### config.mk
export PLATFORM = sky130hd
export DESIGN_NAME = rtc_bus_signal_driver
export DESIGN_NICKNAME = d
export VERILOG_FILES = /design/src/rtl/rtc_bus_pkg.sv /design/src/rtl/rtc_bus_phase_decode.sv /design/src/rtl/rtc_bus_signal_driver.sv
export SDC_FILE = /design/constraint.sdc
export NUM_CORES = 1
export LEC_CHECK = 0
export BUFFER_PORTS_ARGS = -buffer_cell sky130_fd_sc_hd__buf_2
export CAP_MARGIN = 15
export CORE_MARGIN = 2
export CORE_UTILIZATION = 30
export CTS_CLUSTER_SIZE = 40
export DETAILED_ROUTE_END_ITERATION = 8
export SYNTH_ARGS = -nofsm -noshare
export SYNTH_HDL_FRONTEND = slang
export SYNTH_SLANG_ARGS = --single-unit
### constraint.sdc
create_clock -name clk -period 2.4 [get_ports clk]
set_clock_uncertainty 0.15 [all_clocks]
set_input_delay 0.24 -clock clk [delete_from_list [all_inputs] [get_ports clk]]
set_output_delay 0.24 -clock clk [all_outputs]
set_load 0.1 [all_outputs]
### src/rtl/rtc_bus_pkg.sv
// rtl/rtc_bus_pkg.sv - phase constants, FSM states and bus control types for the RTC bus driver
package rtc_bus_pkg;

  localparam int PH_IDLE      = 0;
  localparam int PH_ALE       = 1;
  localparam int PH_ALE_CS    = 2;
  localparam int PH_ADDR_HOLD = 3;
  localparam int PH_TURN      = 4;
  localparam int PH_DATA      = 5;
  localparam int PH_STROBE    = 6;
  localparam int PH_HOLD      = 7;
  localparam int PH_END       = 11;

  typedef enum logic [1:0] {IDLE, ARMED, RUN} state_e;

  typedef enum logic [1:0] {AD_ZERO, AD_ADDR, AD_WDATA} ad_sel_e;

  typedef struct packed {
    logic    ale;
    logic    cs_n;
    logic    rd_n;
    logic    wr_n;
    logic    ad_oe;
    ad_sel_e ad_sel;
  } bus_ctl_t;

  localparam bus_ctl_t BUS_IDLE = '{ale: 1'b0, cs_n: 1'b1, rd_n: 1'b1, wr_n: 1'b1,
                                    ad_oe: 1'b0, ad_sel: AD_ZERO};

endpackage

### src/rtl/rtc_bus_phase_decode.sv
// rtl/rtc_bus_phase_decode.sv - combinational phase + direction to bus control levels
module rtc_bus_phase_decode
  import rtc_bus_pkg::*;
#(
  parameter int PHASE_W = 4
) (
  input  logic [PHASE_W-1:0] phase,
  input  logic               write,
  output bus_ctl_t           ctl
);

  always_comb begin
    ctl = BUS_IDLE;
    case (phase)
      PHASE_W'(PH_ALE): begin
        ctl.ale    = 1'b1;
        ctl.ad_oe  = 1'b1;
        ctl.ad_sel = AD_ADDR;
      end
      PHASE_W'(PH_ALE_CS): begin
        ctl.ale    = 1'b1;
        ctl.cs_n   = 1'b0;
        ctl.ad_oe  = 1'b1;
        ctl.ad_sel = AD_ADDR;
      end
      PHASE_W'(PH_ADDR_HOLD): begin
        ctl.cs_n   = 1'b0;
        ctl.ad_oe  = 1'b1;
        ctl.ad_sel = AD_ADDR;
      end
      PHASE_W'(PH_DATA): begin
        if (write) begin
          ctl.ad_oe  = 1'b1;
          ctl.ad_sel = AD_WDATA;
        end
      end
      PHASE_W'(PH_STROBE): begin
        ctl.cs_n = 1'b0;
        if (write) begin
          ctl.wr_n   = 1'b0;
          ctl.ad_oe  = 1'b1;
          ctl.ad_sel = AD_WDATA;
        end else begin
          ctl.rd_n = 1'b0;
        end
      end
      PHASE_W'(PH_HOLD): begin
        ctl.cs_n = 1'b0;
        if (write) begin
          ctl.ad_oe  = 1'b1;
          ctl.ad_sel = AD_WDATA;
        end
      end
      default: ;
    endcase
  end

endmodule

### src/rtl/rtc_bus_signal_driver.sv
// rtl/rtc_bus_signal_driver.sv - RTC multiplexed bus driver; BUS_WATCHDOG_EN adds an op watchdog
module rtc_bus_signal_driver
  import rtc_bus_pkg::*;
#(
  parameter int DATA_W      = 8,
  parameter int PHASE_W     = 4,
  parameter int WDOG_CYCLES = 1023
) (
  input  logic               clk,
  input  logic               reset,
  input  logic [PHASE_W-1:0] phase_in,
  input  logic               op_valid,
  output logic               op_ready,
  input  logic               op_write,
  input  logic [DATA_W-1:0]  op_addr,
  input  logic [DATA_W-1:0]  op_wdata,
  input  logic [DATA_W-1:0]  ad_in,
  output logic [DATA_W-1:0]  ad_out,
  output logic               ad_oe,
  output logic               ale,
  output logic               cs_n,
  output logic               rd_n,
  output logic               wr_n,
  output logic [DATA_W-1:0]  rdata,
  output logic               done,
  output logic               abort
);

  state_e             state, state_nxt;
  logic [PHASE_W-1:0] phase_q;
  logic               write_q;
  logic [DATA_W-1:0]  addr_q, wdata_q;
  logic               accept, at_start, at_zero, at_end, capture, wdog_hit;
  logic               done_nxt, abort_nxt;
  bus_ctl_t           ctl, bus_nxt;
  logic [DATA_W-1:0]  ad_nxt;

  assign op_ready = (state == IDLE);
  assign accept   = op_valid && op_ready;
  assign at_zero  = (phase_in == PHASE_W'(PH_IDLE));
  assign at_start = (phase_q == PHASE_W'(PH_IDLE)) && (phase_in == PHASE_W'(PH_ALE));
  assign at_end   = (phase_q == PHASE_W'(PH_END));
  // Last cycle with RD_n low on the pads: the phase counter has just stepped 6 -> 7
  assign capture  = (state == RUN) && !write_q && (phase_q == PHASE_W'(PH_STROBE)) &&
                    (phase_in == PHASE_W'(PH_HOLD));

`ifdef BUS_WATCHDOG_EN
  localparam int WDOG_W = $clog2(WDOG_CYCLES + 1);
  logic [WDOG_W-1:0] wdog_cnt;

  always_ff @(posedge clk or negedge reset) begin
    if (!reset) begin
      wdog_cnt <= '0;
    end else if (accept) begin
      wdog_cnt <= '0;
    end else if (state != IDLE) begin
      wdog_cnt <= wdog_cnt + WDOG_W'(1);
    end
  end

  assign wdog_hit = (state != IDLE) && (wdog_cnt == WDOG_W'(WDOG_CYCLES - 1));
`else
  logic wdog_unused;
  assign wdog_unused = (WDOG_CYCLES != 0);
  assign wdog_hit    = 1'b0;
`endif

  rtc_bus_phase_decode #(.PHASE_W(PHASE_W)) u_decode (
    .phase (phase_in),
    .write (write_q),
    .ctl   (ctl)
  );

  always_ff @(posedge clk or negedge reset) begin
    if (!reset) begin
      state   <= IDLE;
      phase_q <= '0;
      write_q <= 1'b0;
      addr_q  <= '0;
      wdata_q <= '0;
    end else begin
      state   <= state_nxt;
      phase_q <= phase_in;
      if (accept) begin
        write_q <= op_write;
        addr_q  <= op_addr;
        wdata_q <= op_wdata;
      end
    end
  end

  always_comb begin
    state_nxt = state;
    done_nxt  = 1'b0;
    abort_nxt = 1'b0;
    unique case (state)
      IDLE:  if (accept) state_nxt = ARMED;
      ARMED: if (at_start) state_nxt = RUN;
      RUN: begin
        if (at_zero) begin
          state_nxt = IDLE;
          done_nxt  = at_end;
          abort_nxt = !at_end;
        end
      end
      default: state_nxt = IDLE;
    endcase
    if (wdog_hit) begin
      state_nxt = IDLE;
      done_nxt  = 1'b0;
      abort_nxt = 1'b1;
    end
  end

  // Bus levels follow the state being entered so outputs trail phase_in by exactly one clock
  always_comb begin
    bus_nxt = BUS_IDLE;
    if (state_nxt == RUN) bus_nxt = ctl;
    case (bus_nxt.ad_sel)
      AD_ADDR:  ad_nxt = addr_q;
      AD_WDATA: ad_nxt = wdata_q;
      default:  ad_nxt = '0;
    endcase
  end

  always_ff @(posedge clk or negedge reset) begin
    if (!reset) begin
      ale    <= 1'b0;
      cs_n   <= 1'b1;
      rd_n   <= 1'b1;
      wr_n   <= 1'b1;
      ad_oe  <= 1'b0;
      ad_out <= '0;
      rdata  <= '0;
      done   <= 1'b0;
      abort  <= 1'b0;
    end else begin
      ale    <= bus_nxt.ale;
      cs_n   <= bus_nxt.cs_n;
      rd_n   <= bus_nxt.rd_n;
      wr_n   <= bus_nxt.wr_n;
      ad_oe  <= bus_nxt.ad_oe;
      ad_out <= ad_nxt;
      done   <= done_nxt;
      abort  <= abort_nxt;
      if (capture) rdata <= ad_in;
    end
  end

endmodule

==> flow_summary.toml <==
[run_status]
result_of_the_run = "finished, final reports clean"

[detailed_routing]
detailroute.wirelength.met3_um = 295
m1WireLength_mm = 1.72
route.top_layer_used = "met4"
detailedRoute.firstIterationViolations = 77
totalWireLength_mm = 3.72
num_vias = 1278
drcViolationCount = 0
ant_nets = 0
via_per_inst = 4.63
drt_pass1_iterations = 4
post_drt_wl_per_cell_um = 13.5
wl_met2_mm = 1.66

[sta]
tightest_slew_ns = 0.654
final_number_of_setup_violating_endpoints = 0
setup-tns-final_ns = 0
fin_crit_sh_pct = 93.3
timing.max_slew.rel_slack_pct = 56.4
fmax_mhz = 446
layout_setup_ws_ns = 0.160
final-hold-violation-count = 0
setup_repair_after_global_routing_missed_its_margin = "no"
min_period_ns = 2.24
slew_viol_final = 0

[power]
pleak_nw = 1.14
ir_drop_v = 0.000273
power_per_cell_area_nw_per_um2 = 721

[final_layout]
design.final.nets = 234
nFillCells = 559
antenna_cells = 0
area_delta_synth_final_pct = 32.0
fin_cells = 276
layout-drive-gt1-share_pct = 51.2

[place]
place_inst = 263
hpwl_mm = 2.75
placement.setup.worst_slack_ns = 0.235
placer_congestion = 0.771
numPortBuffers = 55

[synthesis]
synth-simple-area-share_pct = 12.3
synthAdderAreaFrac_pct = 1.37
yosysSeqAreaShare_pct = 63.3
syn-num-nets = 168
yosys.area_share.xor_xnor_pct = 0
synth_warnings = 0
largest_family_of_logic_cells_by_synthesized_area = "multiplexers"
synth.mux.area_fraction_pct = 15.4
synth_compound_gate_area_share_pct = 6.31
ys_seq_elements = 46
syn-instance-count = 134
syn-cell-area_um2 = 1830
post_synth_num_cell_types = 33
synthesis.area_per_instance_um2 = 13.6

[setup_path]
critical_path.startpoint_type = "primary input"
cp_data_arrival_time_ns = 2.27
cp_max_fo = 8
crit_path_end_kind = "flip-flop"
rr_startpoint = "state[0]$_DFF_PN0_"
rr_endpoint = "ad_out[5]$_DFF_PN0_"
ff2ff_path_depth = 4
setup.reg_to_reg.worst_slack_ns = 0.32
data_required_time_of_the_worst_path_ns = 2.43
timing_worst_setup_path_type = "primary input to flip-flop"

[floorplan]
die-width_um = 82.0
placement_rows = 28
core_area_um2 = 5890
io_pins = 56
die_area_um2 = 6720
die-height_um = 82.0
start_util_pct = 31.0

[global_routing]
grt_pass1_vias = 1262
pin_count_of_the_biggest_net_entering_global_routing = 32
grt_first_pass_wirelength_mm = 5.85
grt_antenna_before_repair = 0
grt_overflow = 0
total_routing_usage_reported_by_global_routing_pct = 11.7

[cts]
h_tree_depth = 2
clock_sink_count = 46
tritoncts = "built"
post_cts_setup_buffers = 0
clk_path_buf_depth = 2
worstSkewPairLatency_ns = 0.29
root_buffer = "sky130_fd_sc_hd__clkbuf_8"
cts_made_buffers = 5
clock_slew_at_the_register_clock_pins_of_the_worst_setup_and_hold_paths_ns = 0.08

[min_path]
hold_path.startpoint = "op_wdata[6]"
min-delay-path-class = "primary input to flip-flop"
worst_hold_path.endpoint = "wdata_q[6]$_DFFE_PN0P_"
worst_hold_path.num_cells = 2

[run]
cap_viol_max_count = 0
cell type report:
type / count / area, um2 / area share [%]
inverters: 1 / 3.75 / 0.156
multi-input cells: 82 / 659 / 27.4
well taps: 75 / 93.8 / 3.89
repair buffers: 64 / 355 / 14.7
flip-flops and latches: 46 / 1150 / 47.9
clock buffers: 6 / 82.6 / 3.43
clock inverters: 2 / 60.1 / 2.49
layout by cell type, fill, tap and decap left out, types with 2 or more instances in the layout:
master	instances
sky130_fd_sc_hd__nor2_1	14
sky130_fd_sc_hd__nor2b_1	2
sky130_fd_sc_hd__o21ai_0	2
sky130_fd_sc_hd__dfstp_2	3
sky130_fd_sc_hd__ha_2	2
sky130_fd_sc_hd__nand3_1	2
sky130_fd_sc_hd__a22oi_1	8
sky130_fd_sc_hd__nand2_1	4
sky130_fd_sc_hd__and2_1	2
sky130_fd_sc_hd__dlygate4sd3_1	5
sky130_fd_sc_hd__buf_4	4
sky130_fd_sc_hd__bufinv_16	2
sky130_fd_sc_hd__clkbuf_8	6
sky130_fd_sc_hd__mux2_2	25
sky130_fd_sc_hd__dfrtp_1	43
sky130_fd_sc_hd__a21oi_1	2
sky130_fd_sc_hd__buf_2	55
sky130_fd_sc_hd__nor3_1	2
worst max-delay path by stage:
stage	slack, ns	endpoint	startpoint
floorplan	0.1	addr_q[0]$_DFFE_PN0P_	state[0]$_DFF_PN0_
global placement	0.30	ad_out[7]$_DFF_PN0_	state[0]$_DFF_PN0_
detailed placement	0.24	ad_out[5]$_DFF_PN0_	state[0]$_DFF_PN0_
CTS	0.08	ad_out[5]$_DFF_PN0_	phase_in[3]
global route	0.008	ad_out[7]$_DFF_PN0_	phase_in[1]
finish	0.16	ad_out[5]$_DFF_PN0_	phase_in[3]
worst max-delay path, stage by stage:
cell and delay, ns:
sky130_fd_sc_hd__dlygate4sd3_1 0.54, sky130_fd_sc_hd__buf_2 0.15, sky130_fd_sc_hd__or3b_4 0.42, sky130_fd_sc_hd__or3_1 0.41, sky130_fd_sc_hd__ha_2 0.43, sky130_fd_sc_hd__nor2_1 0.07
report_power, final:
| group | leakage, nW | total, W | switching [W] | internal, W |
|---|---|---|---|---|
| clock network | 0.0714 | 0.000683 | 0.000239 | 0.000444 |
| logic | 0.485 | 0.000149 | 0.0000601 | 0.0000894 |
| registers | 0.588 | 0.000905 | 0.0000508 | 0.000855 |
| total | 1.14 | 0.00174 | 0.000350 | 0.00139 |
per-stage QoR:
step           hold WS (ns)  power (W)  area, um2  util [%]
2_1_floorplan        -0.206   0.000990       1830         -
3_3_place_gp          0.158    0.00106       2210      37.6
3_5_place_dp          0.158    0.00107       2210      37.6
4_1_cts              0.0160    0.00177       2400      40.9
5_1_grt              0.0124    0.00182       2410      40.9
6_report             0.0240    0.00174       2410      40.9
routing by layer:
layer  up-vias  GRT usage [%]
met5         -              0
met4         0           4.50
met3         7           2.75
met2        51           19.2
met1       613           15.0
li1        607              -
logic make-up after synthesis:
group / after synthesis
mux: 25
compound gates: 16
flops: 46
simple gates: 39
fa+ha+maj: 2
buf+inv: 6
what timing repair did:
action | CTS | global route
endpoints found under the setup margin | 0 | 8
gates resized for setup | 0 | 2
hold buffers | 5 | 0
hold endpoints to repair | 31 | 0
synth_stat cells:
cell | count | area, um2
sky130_fd_sc_hd__nand3b_1 | 1 | 7.51
sky130_fd_sc_hd__buf_2 | 1 | 5.00
sky130_fd_sc_hd__inv_1 | 1 | 3.75
sky130_fd_sc_hd__or2b_1 | 1 | 7.51
sky130_fd_sc_hd__buf_1 | 1 | 3.75
sky130_fd_sc_hd__nor2_1 | 15 | 56.3
sky130_fd_sc_hd__nand2b_1 | 1 | 6.26
sky130_fd_sc_hd__a22oi_1 | 8 | 60.1
sky130_fd_sc_hd__nor4_4 | 1 | 21.3
sky130_fd_sc_hd__clkbuf_1 | 3 | 11.3
sky130_fd_sc_hd__and2_1 | 2 | 12.5
sky130_fd_sc_hd__ha_1 | 2 | 25.0
sky130_fd_sc_hd__and2b_1 | 1 | 7.51
sky130_fd_sc_hd__or4b_2 | 1 | 10.0
sky130_fd_sc_hd__nand3_1 | 2 | 10.0
sky130_fd_sc_hd__dfrtp_1 | 43 | 1080
sky130_fd_sc_hd__or3_1 | 1 | 6.26
sky130_fd_sc_hd__dfstp_2 | 3 | 78.8
sky130_fd_sc_hd__mux2_2 | 25 | 282
sky130_fd_sc_hd__a221oi_1 | 1 | 8.76
sky130_fd_sc_hd__nor3_1 | 2 | 10.0
sky130_fd_sc_hd__o221ai_1 | 1 | 8.76
sky130_fd_sc_hd__or3b_4 | 1 | 11.3
sky130_fd_sc_hd__nor3b_1 | 1 | 7.51
sky130_fd_sc_hd__o21ai_0 | 2 | 10.0
sky130_fd_sc_hd__or2_2 | 1 | 6.26
sky130_fd_sc_hd__or3b_1 | 1 | 8.76
sky130_fd_sc_hd__a21oi_1 | 2 | 10.0
sky130_fd_sc_hd__a31o_2 | 1 | 8.76
sky130_fd_sc_hd__nor2b_1 | 2 | 12.5
sky130_fd_sc_hd__nand4b_1 | 1 | 8.76
sky130_fd_sc_hd__nand2_1 | 4 | 15.0
sky130_fd_sc_hd__a311oi_1 | 1 | 8.76
registers in the layout, summed over array words and instances, names as in the netlist:
signal   cells
rd_n         1
state        2
write_q      1
cs_n         1
addr_q       8
wdata_q      8
rdata        8
done         1
ad_out       8
wr_n         1
abort        1
ale          1
phase_q      4
ad_oe        1
No activity file was read; power rests on OpenSTA's default activity.
